$ cat src/rtl/alu_cmd_arbiter.sv
// alu_cmd_arbiter: round-robin front end that shares one ALU between two
// requesters. Only one operation is in flight; the ALU gets a one-cycle
// enable pulse. If the ALU has not answered after TIMEOUT wait cycles, the
// operation completes with an error response.
module alu_cmd_arbiter #(
    parameter int WIDTH   = 32,
    parameter int TIMEOUT = 16
) (
    input  logic             hclk_i,
    input  logic             hresetn_i,
    input  logic [1:0]       req_valid_i,
    output logic [1:0]       req_ready_o,
    input  logic [3:0]       req_opcode_i,
    input  logic [31:0]      req_opa_i,
    input  logic [31:0]      req_opb_i,
    output logic             rsp_valid_o,
    input  logic             rsp_ready_i,
    output logic             rsp_id_o,
    output logic [WIDTH-1:0] rsp_data_o,
    output logic             rsp_err_o,
    output logic             enable_o,
    output logic [1:0]       opcode_o,
    output logic [15:0]      operate_a_o,
    output logic [15:0]      operate_b_o,
    input  logic             alu_done_i,
    input  logic [WIDTH-1:0] alu_res_i
);

    typedef enum logic [1:0] {
        ST_IDLE  = 2'd0,
        ST_ISSUE = 2'd1,
        ST_WAIT  = 2'd2,
        ST_RESP  = 2'd3
    } state_t;

    // Last wait-count value before the operation is declared timed out.
    localparam logic [7:0] COUNT_LAST = 8'(TIMEOUT - 1);

    state_t            state_reg, state_next;
    logic              ptr_reg, ptr_next;
    logic [7:0]        count_reg, count_next;
    logic              gnt_id_reg, gnt_id_next;
    logic [1:0]        opcode_reg, opcode_next;
    logic [15:0]       opa_reg, opa_next;
    logic [15:0]       opb_reg, opb_next;
    logic [WIDTH-1:0]  data_reg, data_next;
    logic              err_reg, err_next;

    logic              grant_valid;
    logic              grant_id;

    // Per-requester views of the packed command buses.
    logic [1:0]        req_op [2];
    logic [15:0]       req_a  [2];
    logic [15:0]       req_b  [2];

    genvar gi;
    generate
        for (gi = 0; gi < 2; gi++) begin : g_unpack
            assign req_op[gi] = req_opcode_i[2*gi +: 2];
            assign req_a[gi]  = req_opa_i[16*gi +: 16];
            assign req_b[gi]  = req_opb_i[16*gi +: 16];
        end
    endgenerate

    // Round-robin choice: a lone requester always wins, a tie goes to the pointer.
    always_comb begin
        grant_valid = 1'b0;
        grant_id    = ptr_reg;
        case (req_valid_i)
            2'b01: begin
                grant_valid = 1'b1;
                grant_id    = 1'b0;
            end
            2'b10: begin
                grant_valid = 1'b1;
                grant_id    = 1'b1;
            end
            2'b11: begin
                grant_valid = 1'b1;
                grant_id    = ptr_reg;
            end
            default: begin
                grant_valid = 1'b0;
                grant_id    = ptr_reg;
            end
        endcase
    end

    // Accept only on the granted bit, only while idle and out of reset.
    always_comb begin
        req_ready_o = 2'b00;
        if (hresetn_i && (state_reg == ST_IDLE) && grant_valid) begin
            req_ready_o[grant_id] = 1'b1;
        end
    end

    // Next-state and datapath update for the IDLE/ISSUE/WAIT/RESP sequence.
    always_comb begin
        state_next  = state_reg;
        ptr_next    = ptr_reg;
        count_next  = count_reg;
        gnt_id_next = gnt_id_reg;
        opcode_next = opcode_reg;
        opa_next    = opa_reg;
        opb_next    = opb_reg;
        data_next   = data_reg;
        err_next    = err_reg;
        case (state_reg)
            ST_IDLE: begin
                if (grant_valid) begin
                    state_next  = ST_ISSUE;
                    gnt_id_next = grant_id;
                    opcode_next = req_op[grant_id];
                    opa_next    = req_a[grant_id];
                    opb_next    = req_b[grant_id];
                end
            end
            ST_ISSUE: begin
                count_next = 8'd0;
                state_next = ST_WAIT;
            end
            ST_WAIT: begin
                // A done arriving on the last allowed cycle still beats the timeout.
                if (alu_done_i) begin
                    data_next  = alu_res_i;
                    err_next   = 1'b0;
                    state_next = ST_RESP;
                end else if (count_reg == COUNT_LAST) begin
                    data_next  = '0;
                    err_next   = 1'b1;
                    state_next = ST_RESP;
                end else begin
                    count_next = count_reg + 8'd1;
                end
            end
            ST_RESP: begin
                if (rsp_ready_i) begin
                    state_next = ST_IDLE;
                    ptr_next   = ~gnt_id_reg;
                end
            end
            default: begin
                state_next = ST_IDLE;
            end
        endcase
    end

    // State and datapath registers; active-low reset abandons any operation.
    always_ff @(posedge hclk_i) begin
        if (!hresetn_i) begin
            state_reg  <= ST_IDLE;
            ptr_reg    <= 1'b0;
            count_reg  <= 8'd0;
            gnt_id_reg <= 1'b0;
            opcode_reg <= 2'd0;
            opa_reg    <= 16'd0;
            opb_reg    <= 16'd0;
            data_reg   <= '0;
            err_reg    <= 1'b0;
        end else begin
            state_reg  <= state_next;
            ptr_reg    <= ptr_next;
            count_reg  <= count_next;
            gnt_id_reg <= gnt_id_next;
            opcode_reg <= opcode_next;
            opa_reg    <= opa_next;
            opb_reg    <= opb_next;
            data_reg   <= data_next;
            err_reg    <= err_next;
        end
    end

    assign enable_o    = (state_reg == ST_ISSUE);
    assign rsp_valid_o = (state_reg == ST_RESP);
    assign rsp_id_o    = gnt_id_reg;
    assign rsp_data_o  = data_reg;
    assign rsp_err_o   = err_reg;
    assign opcode_o    = opcode_reg;
    assign operate_a_o = opa_reg;
    assign operate_b_o = opb_reg;

endmodule
$ cat config.mk
export PLATFORM = sky130hd
export DESIGN_NAME = alu_cmd_arbiter
export DESIGN_NICKNAME = d
export VERILOG_FILES = /design/src/rtl/alu_cmd_arbiter.sv
export SDC_FILE = /design/constraint.sdc
export NUM_CORES = 1
export LEC_CHECK = 0
export ABC_AREA = 1
export CAP_MARGIN = 20
export CORE_MARGIN = 2
export CORE_UTILIZATION = 37
export DETAILED_ROUTE_END_ITERATION = 6
export GPL_ROUTABILITY_DRIVEN = 0
export PLACE_DENSITY = 0.74
export SLEW_MARGIN = 20
export SYNTH_ARGS = -nofsm -noshare
export SYNTH_HDL_FRONTEND = slang
export SYNTH_SLANG_ARGS = --single-unit
$ cat constraint.sdc
create_clock -name hclk_i -period 1.4 [get_ports hclk_i]
set_input_delay 0.28 -clock hclk_i [delete_from_list [all_inputs] [get_ports hclk_i]]
set_output_delay 0.28 -clock hclk_i [all_outputs]
set_load 0.05 [all_outputs]
==> results.toml, run 1 <==
[timing]
fin_setup_tns_ns = -10.87
final.period_utilization_pct = 123
finalHoldViolCount = 0
setup_viol = 81
rsz0062_at_grt = "yes"
worst_pin_slew_ns = 0.373
finalCriticalPeriod_ns = 1.72
finClkSkew_ns = 0.00835
fmax_mhz = 582
drv_slew = 0
slew_headroom_pct = 75.2
fin_ws_ns = -0.317

[placement]
port_buffers = 177
dp_cells = 802
pre_cts_slack_ns = -0.767
dp_hpwl_um = 9010

[worst_setup_path]
crit_type = "flip-flop to primary output"
path_delay_family = "simple AND/OR/NAND/NOR gates"
crit_chain = "inv_2, ha_4, inv_2, nor2_4, nand2_4, nor2_4, buf_12"
critPathBufInv = 3
cp-end-kind = "primary output"
crit_required_ns = 1.12
worst_path_largest_cell_delay_ns = 0.33
cp_max_fo = 3
critPathArrivalTime_ns = 1.44
cp_slowest_cell = "dfxtp_2"
critPathLaunchType = "flip-flop"

[global_route]
grt_pass1_wl_um = 22700
grt_use_met1_pct = 28.9
top_usage_layer = "met2"
antenna_found_initial = 0
met2_usage_pct = 46.6
grt_pass1_vias = 4526
grtUsageTotal_pct = 25.7
grt_util_met3_pct = 5.75
grt_start_max_net_pins = 35
grt_remaining_overflow = 0

[pwr]
powerDensity_mw_per_mm2 = 1610
p_comb_share_pct = 60.2
ir_drop_v = 0.00119
p_clk_share_pct = 12.5
seq_power_share_pct = 27.2
switching_power_mw = 5.33
p_leak_nw = 3.09
swShare_pct = 43.4
p_int_mw = 6.94

[synth]
syn_area_sq_mm = 0.00382
synth_nets = 609
avgSynthCellArea_sq_um = 7.71
seq_area_frac_synth_pct = 41.4
yosysWarnings = 0
synth_cells = 495
ys_types = 30
ys_ff_latch = 79

[layout]
drive_gt1_share_pct = 37.4
nFillCells = 630
largest_register_ffs = 32
area_growth_syn_to_layout_pct = 99.9
final_cell_mix = "nand2_1 (118), clkdlybuf4s50_1 (102), buf_12 (78), dfxtp_1 (75), inv_1 (46)"
nNetsFinal = 819
antenna_cells = 0
fin_cells = 845
layout_commonest_cell = "nand2_1"

[status]
status = "finished, violations left"
violations = "setup timing"

[cts]
cts_buffer_depth = 2
cts-root-buf = "clkbuf_8"
htreeDepth = 3
clock_latency_ns = 0.37
numCtsBuffers = 9
clock-sinks = 79
clkTransAtPathRegs_ns = 0.08
tritoncts = "yes"
ctsHoldBuffers = 0

[run]
maxCapViolCount = 0

[drt]
drcViolationCount = 0
first_iter_violations = 269
num_vias = 4363
drt_wl_total_um = 15100
antenna_left = 0
first_pass_iters = 7
post_drt_wl_per_cell_um = 17.8
via_per_inst = 5.16

[die]
io_pins = 178
die_x_um = 106
rows = 37
coreArea_sq_mm = 0.0102
start_util_pct = 37.5
die_area_sq_mm = 0.0111
die_h_um = 106

[worst_hold_path]
hold_path_class = "primary input to flip-flop"
## logic make-up after synthesis
kind of cell	count (synthesis)	synth area share (%)
AO/OA/AOI/OAI	83	15.3
AND/OR/NAND/NOR	232	29.3
buffers and inverters	93	11.3
flip-flops	79	41.4
adder cells (fa/ha/maj)	8	2.62
## per-stage QoR
| step | power (mW) | utilization [%] | hold WS [ns] | area, sq um |
|---|---|---|---|---|
| finish | 12.3 | 74.9 | 0.306 | 7630 |
| global route | 12.8 | 74.9 | 0.312 | 7630 |
| CTS | 11.7 | 71.7 | 0.306 | 7300 |
| detailed placement | 9.46 | 64.9 | 0.489 | 6610 |
| global placement | 9.29 | 64.9 | 0.473 | 6610 |
| floorplan | 6.49 | - | 0.400 | 3900 |
## power groups by stage
stage	clock, mW	combinational, mW	sequential [mW]
floorplan	0	1.97	4.52
global placement	0	5.97	3.32
detailed placement	0	6.12	3.34
CTS	1.57	6.86	3.32
global route	1.67	7.73	3.39
finish	1.54	7.39	3.34
## final cells by class
class	instances	area (sq um)	share of cell area [%]
inverters	59	244	3.20
well taps	136	170	2.23
flip-flops and latches	79	1590	20.8
multi-input cells	324	2290	30.0
clock inverters	4	22.5	0.295
clock buffers	11	141	1.85
repair buffers	232	3170	41.6
## synthesized netlist by cell type (all sizes together)
master	count	area, sq um
a211oi	1	12.5
a21oi	42	278
a22oi	1	7.51
a311oi	1	8.76
a31oi	1	6.26
buf	28	188
clkbuf	6	22.5
clkinv	2	7.51
dfxtp	79	1580
ha	8	100
inv	57	214
nand2	134	515
nand3	71	460
nand4	6	52.6
nor2	21	91.3
o211ai	34	255
o21ai	2	10.0
o22ai	1	6.26
## final timing paths
path | startpoint | endpoint | slack, ns | cells after the start
min reg2reg | rsp_data_o[25] | rsp_data_o[25] | 0.51 | 2
min | hresetn_i | state_reg[1] | 0.31 | 3
max | state_reg[1] | req_ready_o[1] | -0.32 | 7
max reg2reg | state_reg[0] | rsp_data_o[20] | -0.26 | 10
## worst min-delay path, delay by kind of cell
family	cells	cell delay [ns]
compound gates	1	0.04
buf+inv	2	0.30
## layer usage
layer | wire length [um] | share of wire (%) | up-vias
met2 | 7980 | 53 | 173
li1 | - | - | 2050
met5 | 0 | 0 | -
met4 | 594 | 3.9 | 0
met1 | 5620 | 37 | 2096
met3 | 865 | 5.7 | 44
## repair_timing
action                                  CTS  global route
buffers inserted                         18             6
gates cloned                              8             0
gates resized for setup                  51            66
endpoints found under the setup margin   81            81
pin swaps                                18            22
endpoints found under the hold margin     0             0
Note: power is estimated with default switching activity, not from simulation.
==> inputs of run 2 (changes only) <==
CORE_UTILIZATION = 45   (was 37)
PLACE_DENSITY = 0.85   (was 0.74)
clock period = 2.2 ns   (was 1.4 ns; I/O delays follow)
==> run 2 against run 1 <==
The flow now finishes without violations. Clock skew grew 0.0011 ns. Routed wire length shrank 25%. Clock-buffer cell count is the same. Non-clock buffer count shrank 38. Cell count shrank 8.3%. Die area shrank 17%. Combinational power shrank 57%. Total power shrank 49%. Utilization shrank 2.5 points. Sequential share of layout area grew 5.8 points.
==> results.toml, run 2 (synthesized netlist as in run 1, its figures left out) <==
[drt]
via_per_inst = 5.09
num_vias = 3948
post_drt_wl_per_cell_um = 14.7
first_iter_violations = 183
antenna_left = 0
drt_wl_total_um = 11400
first_pass_iters = 5
drcViolationCount = 0

[cts]
cts_buffer_depth = 2
htreeDepth = 3
clock-sinks = 79
ctsHoldBuffers = 0
numCtsBuffers = 9
clock_latency_ns = 0.34
cts-root-buf = "clkbuf_8"
tritoncts = "yes"
clkTransAtPathRegs_ns = 0.07

[global_route]
grt_start_max_net_pins = 45
grt_pass1_wl_um = 18000
grtUsageTotal_pct = 24.7
antenna_found_initial = 0
grt_remaining_overflow = 0
grt_pass1_vias = 3865

[timing]
worst_pin_slew_ns = 0.544
finalCriticalPeriod_ns = 2.03
finalHoldViolCount = 0
setup_viol = 0
drv_slew = 0
fmax_mhz = 492
rsz0062_at_grt = "no"
finClkSkew_ns = 0.00942
fin_ws_ns = 0.169
final.period_utilization_pct = 92.3
fin_setup_tns_ns = 0
slew_headroom_pct = 63.6
hold_ws_ns = 0.471

[worst_setup_path]
cp_max_fo = 4
crit_required_ns = 1.76
critPathBufInv = 3
path_delay_family = "simple AND/OR/NAND/NOR gates"
cp_slowest_cell = "dfxtp_1"
reg2reg_slack_ns = 0.41
worst_path_largest_cell_delay_ns = 0.34
critPathArrivalTime_ns = 1.59
critPathLaunchType = "flip-flop"
cp-end-kind = "primary output"
crit_cells = 7
r2r_start = "state_reg[0]"
reg2reg_depth = 6
worstReg2RegEnd = "rsp_data_o[20]"
crit_type = "flip-flop to primary output"
crit_chain = "inv_1, ha_1, inv_1, nor2_4, nand2_1, nor2_4, buf_12"

[pwr]
powerDensity_mw_per_mm2 = 1060
p_leak_nw = 2.44
ir_drop_v = 0.000812

[layout]
layout_commonest_cell = "clkdlybuf4s50_1"
final_cell_mix = "clkdlybuf4s50_1 (171), nand2_1 (131), dfxtp_1 (79), inv_1 (52), nand3_1 (50)"
nNetsFinal = 780
area_growth_syn_to_layout_pct = 55.8
antenna_cells = 0
fin_util_pct = 72.4
drive_gt1_share_pct = 13.4
largest_register_ffs = 32

[die]
start_util_pct = 46.5
die_h_um = 96.1
die_area_sq_mm = 0.00924
rows = 33
io_pins = 178
die_x_um = 96.1
coreArea_sq_mm = 0.00822

[placement]
pre_cts_slack_ns = -0.0569
dp_hpwl_um = 8140
port_buffers = 177

[status]
status = "finished, final reports clean"

[worst_hold_path]
hold_path_class = "flip-flop to flip-flop"
whs_endpoint = "rsp_err_o"
min_path_cells = 2
hp-start = "rsp_err_o"

[run]
maxCapViolCount = 0
run 2: cell types whose count changed in the layout (fill, tap and decap cells not counted), sizes merged:
| cell | previous run | this run |
|---|---|---|
| buf | 128 | 21 |
| inv | 59 | 57 |
| bufinv | 0 | 2 |
| clkdlybuf4s50 | 102 | 171 |
| nand3 | 72 | 71 |
| clkinv | 3 | 4 |
| bufbuf | 1 | 0 |
| dlymetal6s2s | 0 | 1 |
| clkinvlp | 1 | 0 |
run 2: per-layer routing:
layer	vias to the layer above	global-route usage, %	share of wire [%]
li1	1960	-	-
met5	-	0	0
met4	0	12.9	3.7
met1	1835	28.6	39
met2	116	42.8	52
met3	37	5.09	4.9
run 2: layout make-up:
class | instances | area, sq um
Fill cell | 615 | 2270
Tap cell | 105 | 131
Sequential cell | 79 | 1580
Timing Repair Buffer | 194 | 1970
Inverter | 59 | 221
Clock inverter | 4 | 70.1
Clock buffer | 11 | 141
Multi-Input combinational cell | 323 | 1840
run 2: tightest hold or removal path, stage by stage (launching register included):
cell	delay, ns
dfxtp_1	0.31
inv_1	0.06
a211oi_2	0.06
run 2: power by group:
group	switching [mW]	total (mW)	internal, mW
combinational	2.03	3.16	1.13
clock	0.503	1.16	0.661
sequential	0.213	1.97	1.76
total	2.75	6.30	3.55
run 2: what timing repair did:
item                       in CTS  in global routing
gates resized for setup         5                  1
buffers inserted                2                  1
setup endpoints to repair       2                  2
pin swaps                       3                  2
run 2: metrics by stage:
step,cell area (sq um),std cells,power [mW]
after floorplan,3820,495,4.06
final,5950,775,6.30
after detailed placement,5690,757,5.11
after CTS,5940,774,6.31
after global routing,5950,775,6.64
after global placement,5690,757,5.02
run 2: worst max-delay path by stage:
stage                    from              to  slack [ns]
2_1_floorplan  req_valid_i[0]  req_ready_o[1]        0.11
3_3_place_gp   req_valid_i[1]  req_ready_o[1]       -0.05
3_5_place_dp   req_valid_i[0]  req_ready_o[1]       -0.06
4_1_cts        req_valid_i[0]  req_ready_o[1]        0.01
5_1_grt          state_reg[0]  req_ready_o[1]        0.07
6_report         state_reg[0]  req_ready_o[1]        0.17
==> inputs of run 3 (changes only) <==
GPL_ROUTABILITY_DRIVEN = not set   (was 0)
==> results of run 3 <==
No change in the layout: final DEF, timing and power equal those of run 2.
